## config.mk

```make
export PLATFORM = sky130hd
export DESIGN_NAME = minn_delay_ctrl
export DESIGN_NICKNAME = d
export VERILOG_FILES = /design/src/rtl/minn_delay_ctrl.sv
export SDC_FILE = /design/constraint.sdc
export NUM_CORES = 1
export LEC_CHECK = 0
export CORE_MARGIN = 2
export CORE_UTILIZATION = 32
export DETAILED_ROUTE_END_ITERATION = 8
export GPL_TIMING_DRIVEN = 1
export PLACE_DENSITY = 0.79
export SLEW_MARGIN = 40
export SYNTH_ARGS = -nofsm -noshare
export SYNTH_HDL_FRONTEND = slang
export SYNTH_SLANG_ARGS = --single-unit
```

## constraint.sdc

```tcl
create_clock -name clk -period 2 [get_ports clk]
set_clock_uncertainty 0.15 [all_clocks]
set_input_delay 0.2 -clock clk [delete_from_list [all_inputs] [get_ports clk]]
set_output_delay 0.2 -clock clk [all_outputs]
set_load 0.01 [all_outputs]
```

## src/rtl/minn_delay_ctrl.sv

```systemverilog
// ---------------------------------------------------------------------------
// minn_delay_ctrl
//   Frame sequencer for one external minn_delay_line of matching WIDTH and
//   DEPTH. For each frame it clears the line, streams the frame in, then
//   pushes DEPTH zero samples so that every input sample emerges, and tags
//   the frame's final output sample with m_last.
//
// Parameters
//   WIDTH      signed sample width (equals the delay line's WIDTH)
//   DEPTH      delay of the attached line, must be >= 1
//   CNT_WIDTH  width of frame_cnt
//
// Ports
//   clk, rst_n      clock, synchronous active-low reset
//   s_valid/s_ready/s_data/s_last   input sample stream
//   dl_rst          active-high synchronous reset to the delay line
//   dl_in_valid/dl_in_data          push strobe and data to the delay line
//   dl_out_valid/dl_out_data        delay line output
//   m_valid/m_data/m_last           delayed output stream, no backpressure
//   busy            controller is not idle
//   frame_cnt       completed frames, wraps
// ---------------------------------------------------------------------------
module minn_delay_ctrl #(
    parameter int WIDTH     = 16,
    parameter int DEPTH     = 16,
    parameter int CNT_WIDTH = 16
) (
    input  logic                    clk,
    input  logic                    rst_n,
    input  logic                    s_valid,
    output logic                    s_ready,
    input  logic signed [WIDTH-1:0] s_data,
    input  logic                    s_last,
    output logic                    dl_rst,
    output logic                    dl_in_valid,
    output logic signed [WIDTH-1:0] dl_in_data,
    input  logic                    dl_out_valid,
    input  logic signed [WIDTH-1:0] dl_out_data,
    output logic                    m_valid,
    output logic signed [WIDTH-1:0] m_data,
    output logic                    m_last,
    output logic                    busy,
    output logic [CNT_WIDTH-1:0]    frame_cnt
);

    if (DEPTH < 1) begin : g_depth_check
        $error("minn_delay_ctrl: DEPTH must be >= 1");
    end

    localparam int FCW = (DEPTH > 1) ? $clog2(DEPTH) : 1;
    localparam logic [FCW-1:0] FLUSH_LAST = FCW'(DEPTH - 1);

    typedef enum logic [1:0] {
        ST_IDLE,
        ST_RUN,
        ST_FLUSH
    } state_t;

    state_t               r_state;
    state_t               w_next_state;
    logic [FCW-1:0]       r_flush_cnt;
    logic                 r_last_push;
    logic [CNT_WIDTH-1:0] r_frame_cnt;
    logic                 w_final_push;

    // Next state and delay-line drive. Reset overrides everything so the
    // line is held cleared and nothing is pushed while rst_n is low.
    always_comb begin
        w_next_state = r_state;
        s_ready      = 1'b0;
        dl_in_valid  = 1'b0;
        dl_in_data   = '0;
        dl_rst       = 1'b0;
        w_final_push = 1'b0;

        case (r_state)
            ST_IDLE: begin
                // The waiting sample is not consumed here; it is accepted
                // in RUN once the line has been cleared.
                if (s_valid) begin
                    dl_rst       = 1'b1;
                    w_next_state = ST_RUN;
                end
            end
            ST_RUN: begin
                s_ready     = 1'b1;
                dl_in_valid = s_valid;
                dl_in_data  = s_data;
                if (s_valid && s_last) begin
                    w_next_state = ST_FLUSH;
                end
            end
            ST_FLUSH: begin
                dl_in_valid = 1'b1;
                if (r_flush_cnt == FLUSH_LAST) begin
                    w_final_push = 1'b1;
                    w_next_state = ST_IDLE;
                end
            end
            default: begin
                w_next_state = ST_IDLE;
            end
        endcase

        if (!rst_n) begin
            w_next_state = ST_IDLE;
            s_ready      = 1'b0;
            dl_in_valid  = 1'b0;
            dl_in_data   = '0;
            dl_rst       = 1'b1;
            w_final_push = 1'b0;
        end
    end

    always_ff @(posedge clk) begin
        if (!rst_n) begin
            r_state     <= ST_IDLE;
            r_flush_cnt <= '0;
            r_last_push <= 1'b0;
            r_frame_cnt <= '0;
        end else begin
            r_state     <= w_next_state;
            // High only in the cycle after the final flush push, which is
            // exactly when the frame's last sample leaves the line.
            r_last_push <= w_final_push;
            if (r_state == ST_FLUSH && !w_final_push) begin
                r_flush_cnt <= r_flush_cnt + 1'b1;
            end else begin
                r_flush_cnt <= '0;
            end
            if (w_final_push) begin
                r_frame_cnt <= r_frame_cnt + 1'b1;
            end
        end
    end

    assign m_valid   = dl_out_valid;
    assign m_data    = dl_out_data;
    assign m_last    = dl_out_valid & r_last_push;
    assign busy      = (r_state != ST_IDLE);
    assign frame_cnt = r_frame_cnt;

endmodule
```

Word level (Yosys, flattened, before mapping)
Cells that the tools add are included.
{"block": "op_classes", "eq_ne": 6, "n_bitwise": 1, "n_addsub": 2, "reduce_logical": 7, "muxes": 16}
{"op": "$mux W16", "count": 2}
{"op": "$add A16 B1 Y16 const B", "count": 1}
{"op": "$mux W1", "count": 9}
{"op": "$mux W2", "count": 3}
{"op": "$ne A2 B2 Y1 const B", "count": 3}
{"op": "$pmux W2 S3", "count": 1}
{"op": "$add A4 B1 Y4 const B", "count": 1}
{"op": "$eq A4 B4 Y1 const B", "count": 1}
{"op": "$reduce_and A3 Y1", "count": 1}
{"op": "$eq A2 B1 Y1 const B", "count": 1}
{"op": "$eq A2 B2 Y1 const B", "count": 1}
{"op": "$logic_and A1 B1 Y1", "count": 2}
{"op": "$logic_not A2 Y1", "count": 1}
{"op": "$pmux W1 S2", "count": 1}
{"op": "$reduce_and A2 Y1", "count": 1}
{"op": "$reduce_bool A2 Y1", "count": 1}
{"op": "$and A1 B1 Y1", "count": 1}
{"op": "$logic_not A1 Y1", "count": 1}
{"block": "totals", "reg_bits": 23, "word_cells": 36, "out_inout_bits": 54, "inputBits": 37}

Depth between registers and ports, before layout
Gate-level depths: netlist (run 1).
{"block": "logic_depth", "depth_word": 7, "depth_mapped": 7, "ltp_nobuf": 6}

Worst setup path after synthesis (run 1)
Ideal clock, no wire load.
{"block": "synth_path", "path_type": "register to register", "startpoint": "register r_state[0]", "endpoint": "register r_frame_cnt[12], in the netlist frame_cnt[12]", "arrival_time_ns": 1.743, "path_buffers": 1, "path_stages_with_launch": 8, "period_less_slack_ns": 2.012, "required_ns": 1.732, "path_slack_ns": -0.012, "setup_time_ns": 0.118, "path_cell_list": "dfxtp_1 inv_1 ha_1 buf_4 nand3_2 or4_4 or2_2 mux2i_1"}
{"block": "synth_between", "elab_chain_len": 3}
{"item": "from (decl)", "line": "59", "text": "state_t r_state;"}
{"item": "from (signal assigned)", "line": "122", "text": "r_state <= w_next_state;"}
{"item": "$eq A2 B2 Y1", "line": "76", "text": "case (r_state)"}
{"item": "$mux W1", "line": "76"}
{"item": "$mux W1", "line": "105", "text": "if (!rst_n) begin"}
{"item": "to (signal assigned)", "line": "132", "text": "r_frame_cnt <= r_frame_cnt + 1'b1;"}
{"item": "to (decl)", "line": "63", "text": "logic [CNT_WIDTH-1:0] r_frame_cnt;"}
Every way passes these cells.
A chain may end at the register's enable or synchronous reset.

Final worst setup path (run 1)
{"block": "layout_path", "startpoint": "register r_state[0]", "endpoint": "register r_frame_cnt[14], in the netlist frame_cnt[14]"}
Same word-level chain as after synthesis.

==> results of run 1 <==
## cell usage in the layout (no fill, tap or decap), types with 2 or more instances in the layout
cell	Yosys	final
nand2_1	14	14
nor3_1	3	3
and2_1	3	3
xor2_1	4	4
nand4_1	4	4
and4_1	3	3
a21oi_1	8	7
nor2_1	13	13
inv_2	0	2
xnor2_1	5	5
nand2b_1	3	3
and3_1	17	17
nand3_1	11	11
mux2i_1	3	3
ha_1	7	4
inv_1	6	4
dfxtp_1	23	21
clkbuf_8	0	3
clkdlybuf4s50_1	0	40
o21ai_0	7	7
dfxtp_2	0	2
or3_1	3	2
buf_4	18	18
dlygate4sd2_1	0	5
ha_2	0	2
dlymetal6s2s_1	0	12
## registers in the layout, indices dropped and copies added, names as in the netlist
register	count
frame_cnt	16
r_last_push	1
r_state	2
r_flush_cnt	4
## metrics by stage
stage	setup TNS (ns)	utilization (%)	hold WS, ns	area, um^2	total power [mW]
6_report	0	51.90	0.2500	2121	1.351
5_1_grt	-0.09901	51.90	0.2500	2121	1.438
4_1_cts	0	50.28	0.2501	2054	1.334
3_5_place_dp	-0.8691	48.71	0.2501	1991	1.023
3_3_place_gp	-0.1841	48.71	0.2501	1991	1.013
2_1_floorplan	0	-	0.2675	1381	0.7967
## final cells by class
type | count | area share [%]
Clock buffer | 3 | 1.947
Clock inverter | 1 | 0.2360
Inverter | 6 | 1.062
Multi-Input combinational cell | 118 | 35.99
Sequential cell | 23 | 21.83
Tap cell | 50 | 2.950
Timing Repair Buffer | 79 | 35.99
## kinds of logic after synthesis
kind of cell,share of synthesized area (%)
AO/OA/AOI/OAI,7.247
XOR/XNOR,5.706
adder cells (fa/ha/maj),6.340
buffers and inverters,13.31
flip-flops,33.33
multiplexers,2.174
AND/OR/NAND/NOR,31.89
## path summary, 6_finish.rpt
kind	from	to	slack (ns)	cells past startpoint
worst max register to register	r_state[0]$_SDFFE_PN0P_	frame_cnt[14]$_SDFFE_PN0P_	0.008	6
worst min register to register	frame_cnt[15]$_SDFFE_PN0P_	frame_cnt[15]$_SDFFE_PN0P_	0.33	2
worst max-delay path	r_state[0]$_SDFFE_PN0P_	frame_cnt[14]$_SDFFE_PN0P_	0.008	6
worst min-delay path	dl_out_data[12]	m_data[12]	0.25	0
## per-layer routing
metal  GRT usage [%]  vias to the layer above  share of wire [%]
met4           4.487                        0                1.5
met5               0                        -                  0
met2           22.22                       31                 49
met3           4.070                        6                5.1
met1           17.40                      599                 45
li1                -                      690                  -
## repair_timing
item	4_1_cts	5_1_grt
endpoints found under the setup margin	19	20
resized for setup	10	20
pin swaps	0	0
buffers inserted	1	2
endpoints found under the hold margin	0	0
cloned	0	1
## power breakdown
| part | switching (mW) | total (mW) | internal (mW) |
|---|---|---|---|
| registers | 0.0276 | 0.508 | 0.480 |
| logic | 0.257 | 0.553 | 0.296 |
| clock network | 0.151 | 0.290 | 0.139 |
## worst reg2reg max path: stages (launching register included)
cell	delay [ns]
dfxtp_2	0.36
inv_2	0.08
ha_2	0.19
nand3_2	0.09
or4_4	0.55
or3_4	0.38
a21oi_2	0.13
==> flow_results.org, run 1 <==
** Status
- Result of the run :: finished clean

** Place
- In this run the tool buffered the top-level ports with 58 buffer cells.
- Gpl congestion :: 0.8184
- Post-DP HPWL :: 2613 um
- Pre-CTS WS :: -0.1414 ns
- Total placed cells including tap cells :: 272

** STA
- Share of the clock period used by the worst path after layout :: 99.62%
- FMAX :: 0.5019 GHz
- Setup repair after global routing could not meet its margin everywhere.
- Setup violations remaining at the end of the flow were counted as 0.
- The worst pin sits at a relative slew slack of 66.89%.
- At the pin with the least slew margin, the transition time is 0.4960 ns.
- The worst path in the final design needs a cycle of 1.992 ns, including I/O delays and setup.
- Across all setup checks in the final design, the least slack found is 0.007557 ns.
- Number of hold-slack violations in the final timing report :: 0
- Slew Viols, Final :: 0

** Global route
- The via count of the first global-routing pass came to 1,184.
- The first global-routing pass estimated 5506 um of wire.
- In the global route stage, overall resource usage came out at 13.70%.
- For this run the aggregate overflow at the end of global routing stands at 0.
- Entering global routing, the biggest net connects 23 pins.
- Number of antenna violations at the first check in global routing :: 0

** Flow run
- Maximum Capacitance Violations :: 0

** Die
- Number of placed I/O pins :: 91
- In this run the horizontal extent of the chip is 69.70 um.
- Die area :: 0.004858 mm^2
- Std-Cell Rows :: 23
- Chip Height :: 69.70 um
- Core region area :: 0.004086 mm^2
- Once the floorplan was initialized, standard cells occupied 33.80% of the core.

** Yosys
- In this run, synthesis inferred 0 flip-flops with an integrated enable.
- Mapped Nets :: 216
- dfxtp_1 is the most common cell in the netlist.
- The share of the Yosys chip area taken by registers is 33.33%.
- Flip-flop and latch count after synthesis :: 23
- FFs w/ async S/R, synth :: 0%
- By count the netlist is led by dfxtp_1 (23), buf_4 (18), and3_1 (17), nand2_1 (14), nor2_1 (13).
- Yosys warning count :: 0
- Area leader, netlist :: dfxtp_1
- Netlist Area Pre-Place :: 0.001381 mm^2
- Post-synth cell types :: 31
- Fraction of synthesized cell area taken by the top area cell type :: 33.33%
- For this run, the leading register cell type out of synthesis is dfxtp_1.
- A synthesized cell averages 8.031 um^2.
- Cell count after synthesis :: 172
- Ranked by total cell area, the synthesized netlist is headed by dfxtp_1 (33%), buf_4 (9.8%), and3_1 (7.7%).

** Routing
- Before antenna repair, the detailed router went through 4 iterations.
- Total number of vias :: 1,326
- Wires add up to 3658 um.
- Routed length per instance :: 13.06 um
- Post-route ant nets :: 0
- Count of unresolved DRC violations after routing :: 0
- In the routed layout, each cell is associated on average with a via count of 4.736.
- DR iter-0 viols :: 56

** Clocking
- In this run the deepest clock path goes through 2 buffers.
- Clock tree synthesis selected as its root buffer the cell clkbuf_8.
- Clock edge transition at the registers on the reported setup and hold paths :: 0.08 ns
- Max H-tree Level :: 1
- CTS Buf Count :: 3
- For the worst-skew pair, the clock arrives at the later sink with an insertion delay of 0.27 ns.
- CTS tree :: yes
- In this run, post-CTS hold repair placed 0 buffers.
- Clock tree synthesis found a total of 23 sinks.

** Cells and area
- The final layout contains 275 nets.
- The filler cells instantiated in the layout total 380.
- From synthesis to final layout, the design area changed by 53.53%.
- The multi-input combinational cells in the finished layout cover a total of 763.2 um^2.
- Combined flip-flop and latch cell area :: 462.9 um^2
- Once layout is complete, the cells apart from fillers number 280.
- Cells with a size suffix above 1 make up 16.52% of the layout.
- The repair_antennas step left the layout with diodes totalling 0.

** Power
- For this design the static power due to leakage is 1.066 nW.
- Peak VDD IR :: 0.3928 mV
- Total power divided by cell area :: 636.9 mW/mm^2

** Worst setup path
- Type of element launching the critical path :: flip-flop
- Max FO, Critical Path :: 5
- STA puts the critical path data required time at 2.05 ns.
- Buffer and inverter count on the worst path :: 1
- Traced cell by cell, the critical path runs through inv_2 -> ha_2 -> nand3_2 -> or4_4 -> or3_4 -> a21oi_2.
- In this design, the largest share of critical-path delay is due to simple AND/OR/NAND/NOR gates.
- On the worst path, the slowest cell contributes a delay of 0.55 ns.
- For this design, the slowest cell found on the critical path is or4_4.
- The critical path is of the reg -> reg type.
- Arrival time reported for the critical path endpoint :: 2.05 ns
- Endpoint type of the worst setup path :: flip-flop

** Min path
- The min-delay analysis places its worst path in the category in -> out.
Note: power is estimated with default switching activity, not from simulation.
==> run 2, diff against run 1 <==
--- a/config.mk
+++ b/config.mk
@@ -6,10 +6,10 @@
 export NUM_CORES = 1
 export LEC_CHECK = 0
 export CORE_MARGIN = 2
-export CORE_UTILIZATION = 32
+export CORE_UTILIZATION = 39
 export DETAILED_ROUTE_END_ITERATION = 8
 export GPL_TIMING_DRIVEN = 1
-export PLACE_DENSITY = 0.79
+export PLACE_DENSITY = 0.89
 export SLEW_MARGIN = 40
 export SYNTH_ARGS = -nofsm -noshare
 export SYNTH_HDL_FRONTEND = slang
==> constraint.sdc (replaced) <==
create_clock -name clk -period 2.4 [get_ports clk]
set_clock_uncertainty 0.15 [all_clocks]
set_input_delay 0.24 -clock clk [delete_from_list [all_inputs] [get_ports clk]]
set_output_delay 0.24 -clock clk [all_outputs]
set_load 0.01 [all_outputs]
==> run 2 against run 1 <==
Compared with the run above: cell area is 9.1% lower; global-route usage is 2.9 points higher; register-to-register slack better by 0.29 ns; clock power is 40% lower; setup slack better by 0.17 ns; final cell count is 7.5% lower; sequential power is 18% lower; critical path depth stayed put; utilization is 5.4 points higher; power is 25% lower; via count is 4.3% lower; first-iteration DRC count is 30% lower; critical endpoint is now dl_in_valid; highest routed layer unchanged.
==> flow_results.org, run 2 (synthesized netlist as in run 1, its figures left out) <==
** Status
- The flow ran to the end, and the final reports show no timing, DRC or antenna violations.

** STA
- Number of hold-slack violations in the final timing report :: 0
- Setup-failing EPs final :: 0
- Headroom to the max-slew limit came out at 69.64%.
- At the pin with the least slew margin, the transition time is 0.4548 ns.
- Static timing analysis puts the maximum clock frequency at 0.4504 GHz.
- Hold timing on the final database bottoms out at a slack of 0.3094 ns.
- Setup repair after global routing left no endpoint under its margin.
- Dividing the final minimum period by the clock period gives 92.50%.
- Setup total negative slack on the finished layout was measured at 0 ns.
- Final critical delay including setup and external delays :: 2.220 ns
- Slew Viols, Final :: 0

** Die
- Horiz. Die Dim :: 63.52 um
- Core region area :: 0.003363 mm^2
- The floorplan has 21 rows.
- Once the floorplan was initialized, standard cells occupied 41.07% of the core.
- The floorplan step set the die height to 63.52 um.
- Die area :: 0.004034 mm^2
- Number of placed I/O pins :: 91

** Place
- Detailed placement finished with a half-perimeter wire length of 2471 um.
- Number of buffers added on ports :: 58
- At the end of routability-driven placement, the weighted congestion stood at 0.8138.
- Once placement finished, the instance area stood at 0.001888 mm^2.

** Cells and area
- Diodes inserted :: 0
- In the layout the commonest cells are clkdlybuf4s50_1 (58), dfxtp_1 (22), and3_1 (17), nand2_1 (14), nor2_1 (13).
- After routing the design area is 0.001928 mm^2.
- Final #Nets :: 258
- Compared with the post-synthesis result, the final layout area differs by 39.58%.
- Commonest non-fill, non-tap cell in the layout :: clkdlybuf4s50_1
- Fraction of final layout cells with drive strength greater than 1 :: 6.103%
- Measured on the finished design, the core utilization comes to 57.33%.
- Largest register FFs :: 16

** Worst setup path
- STA classifies the critical path startpoint as a flip-flop.
- Of all nets on the critical path, the largest fanout is 8.
- At the worst endpoint, the required time is 2.01 ns.
- For this run, the slowest stage of the critical path takes 0.48 ns.
- Slowest CP cell :: clkdlybuf4s50_1
- Buffer and inverter count on the worst path :: 3
- Walking the worst path, the cells encountered are inv_1 -> ha_1 -> buf_4 -> a21oi_1 -> nor2_1 -> clkdlybuf4s50_1.
- Broken down by cell family, the worst path's largest delay share belongs to buffers and inverters.
- Critical path class :: reg -> out
- STA classifies the critical path endpoint as an output port.
- Arrival time reported for the critical path endpoint :: 1.83 ns

** Power
- Of the total power, registers draw 41.3%.
- Peak VDD IR :: 0.3516 mV
- The design draws 1.009 mW.
- Combinational cells account for 41.5% of the total power.
- Power spread over the standard cell area amounts to 523.4 mW/mm^2.
- Leakage power summed over all cells :: 0.7524 nW
- Clock network fraction of design power :: 17.2%
- Cell internal power was estimated by the tool at 691.1 uW.
- Summed over all nets, the switching power comes to 318.1 uW.
- Net Sw Frac :: 31.52%

** Flow run
- Across the run, the number of max-cap violations was 0.

** Clocking
- Clock-pin slew was measured on the worst setup and hold paths at 0.11 ns.
- Clock network latency to the later pin of the worst-skew pair :: 0.30 ns
- Max H-tree Level :: 1
- Deepest clock path buffer count :: 2
- TritonCTS built the clock tree.
- For this design, the sink count on the clock tree is 23.
- Library cell used as clock root buffer :: clkbuf_4
- CTS Buf Count :: 3

** Routing
- DR iter-0 viols :: 39
- Routed length per instance :: 12.29 um
- Post-route ant nets :: 0
- Total number of vias :: 1,269
- Pre-Repair DR Iteration Count :: 4
- The final layout contains routed wiring with a total length of 3183 um.
- In the routed layout, each cell is associated on average with a via count of 4.900.
- In the routed design, unresolved DRC markers number 0.

** Global route
- The via count of the first global-routing pass came to 1,204.
- Remaining global-route overflow :: 0
- Entering global routing, the biggest net connects 32 pins.
- Number of antenna violations at the first check in global routing :: 0
- Total Routing Usage GR :: 16.56%
- The first global-routing pass estimated 5499 um of wire.

** Min path
- The tightest min-delay check is of the reg -> reg type.
==> run 2: changes by cell type in the layout (fill, tap and decap cells not counted), moves of 2 or more <==
cell,delta
clkbuf_4,+2
buf_4,-14
ha_1,+2
inv_2,-2
inv_1,+2
clkdlybuf4s50_1,+18
dlymetal6s2s_1,-12
ha_2,-2
dlygate4sd2_1,-5
clkbuf_8,-3
==> run 2: repair_timing <==
item                                    4_1_cts  5_1_grt
endpoints found under the setup margin       18        9
setup buffers                                 0        0
resized for setup                             1        2
hold buffers                                  0        0
pin swaps                                     0        0
==> run 2: layer usage <==
| layer | vias up | wire, um | track usage, % |
|---|---|---|---|
| li1 | 654 | - | - |
| met1 | 590 | 1426 | 20.57 |
| met2 | 23 | 1624 | 29.34 |
| met3 | 2 | 123 | 3.393 |
| met4 | 0 | 10 | 3.533 |
| met5 | - | 0 | 0 |
==> run 2: per-stage QoR <==
step | std cells | setup slack [ns]
finish | 259 | 0.1800
CTS | 259 | 0.1080
detailed placement | 255 | 0.1770
global route | 259 | 0.07512
global placement | 255 | 0.2682
floorplan | 172 | 0.3885
==> run 2: worst reg2reg max path: stages (launching register included) <==
cell	delay (ns)
dfxtp_2	0.37
inv_1	0.11
ha_1	0.21
nand3_2	0.15
or4_4	0.56
or3_1	0.33
a21oi_1	0.16
==> run 2: final timing paths <==
path,startpoint,endpoint,slack (ns),cells after the start
worst max register to register,r_state[0]$_SDFFE_PN0P_,frame_cnt[10]$_SDFFE_PN0P_,0.30,6
worst min-delay path,r_flush_cnt[0]$_SDFF_PN0_,r_flush_cnt[0]$_SDFF_PN0_,0.31,1
worst min register to register,r_flush_cnt[0]$_SDFF_PN0_,r_flush_cnt[0]$_SDFF_PN0_,0.31,1
worst max-delay path,r_state[0]$_SDFFE_PN0P_,dl_in_valid,0.18,6
==> run 2: power by group through the flow <==
stage | sequential [mW] | clock [mW] | combinational [mW]
floorplan | 0.416 | 0 | 0.246
global placement | 0.419 | 0 | 0.397
detailed placement | 0.420 | 0 | 0.404
CTS | 0.411 | 0.177 | 0.410
global route | 0.420 | 0.196 | 0.465
finish | 0.417 | 0.174 | 0.419
==> run 2: cell type report <==
cell class                 count  area [um^2]
clock buffer                   4        26.28
fill                         337         1435
inverter                       6        22.52
multi-input combinational    118        749.5
sequential                    23        461.7
tap                           46        57.56
timing repair buffer          62        610.6
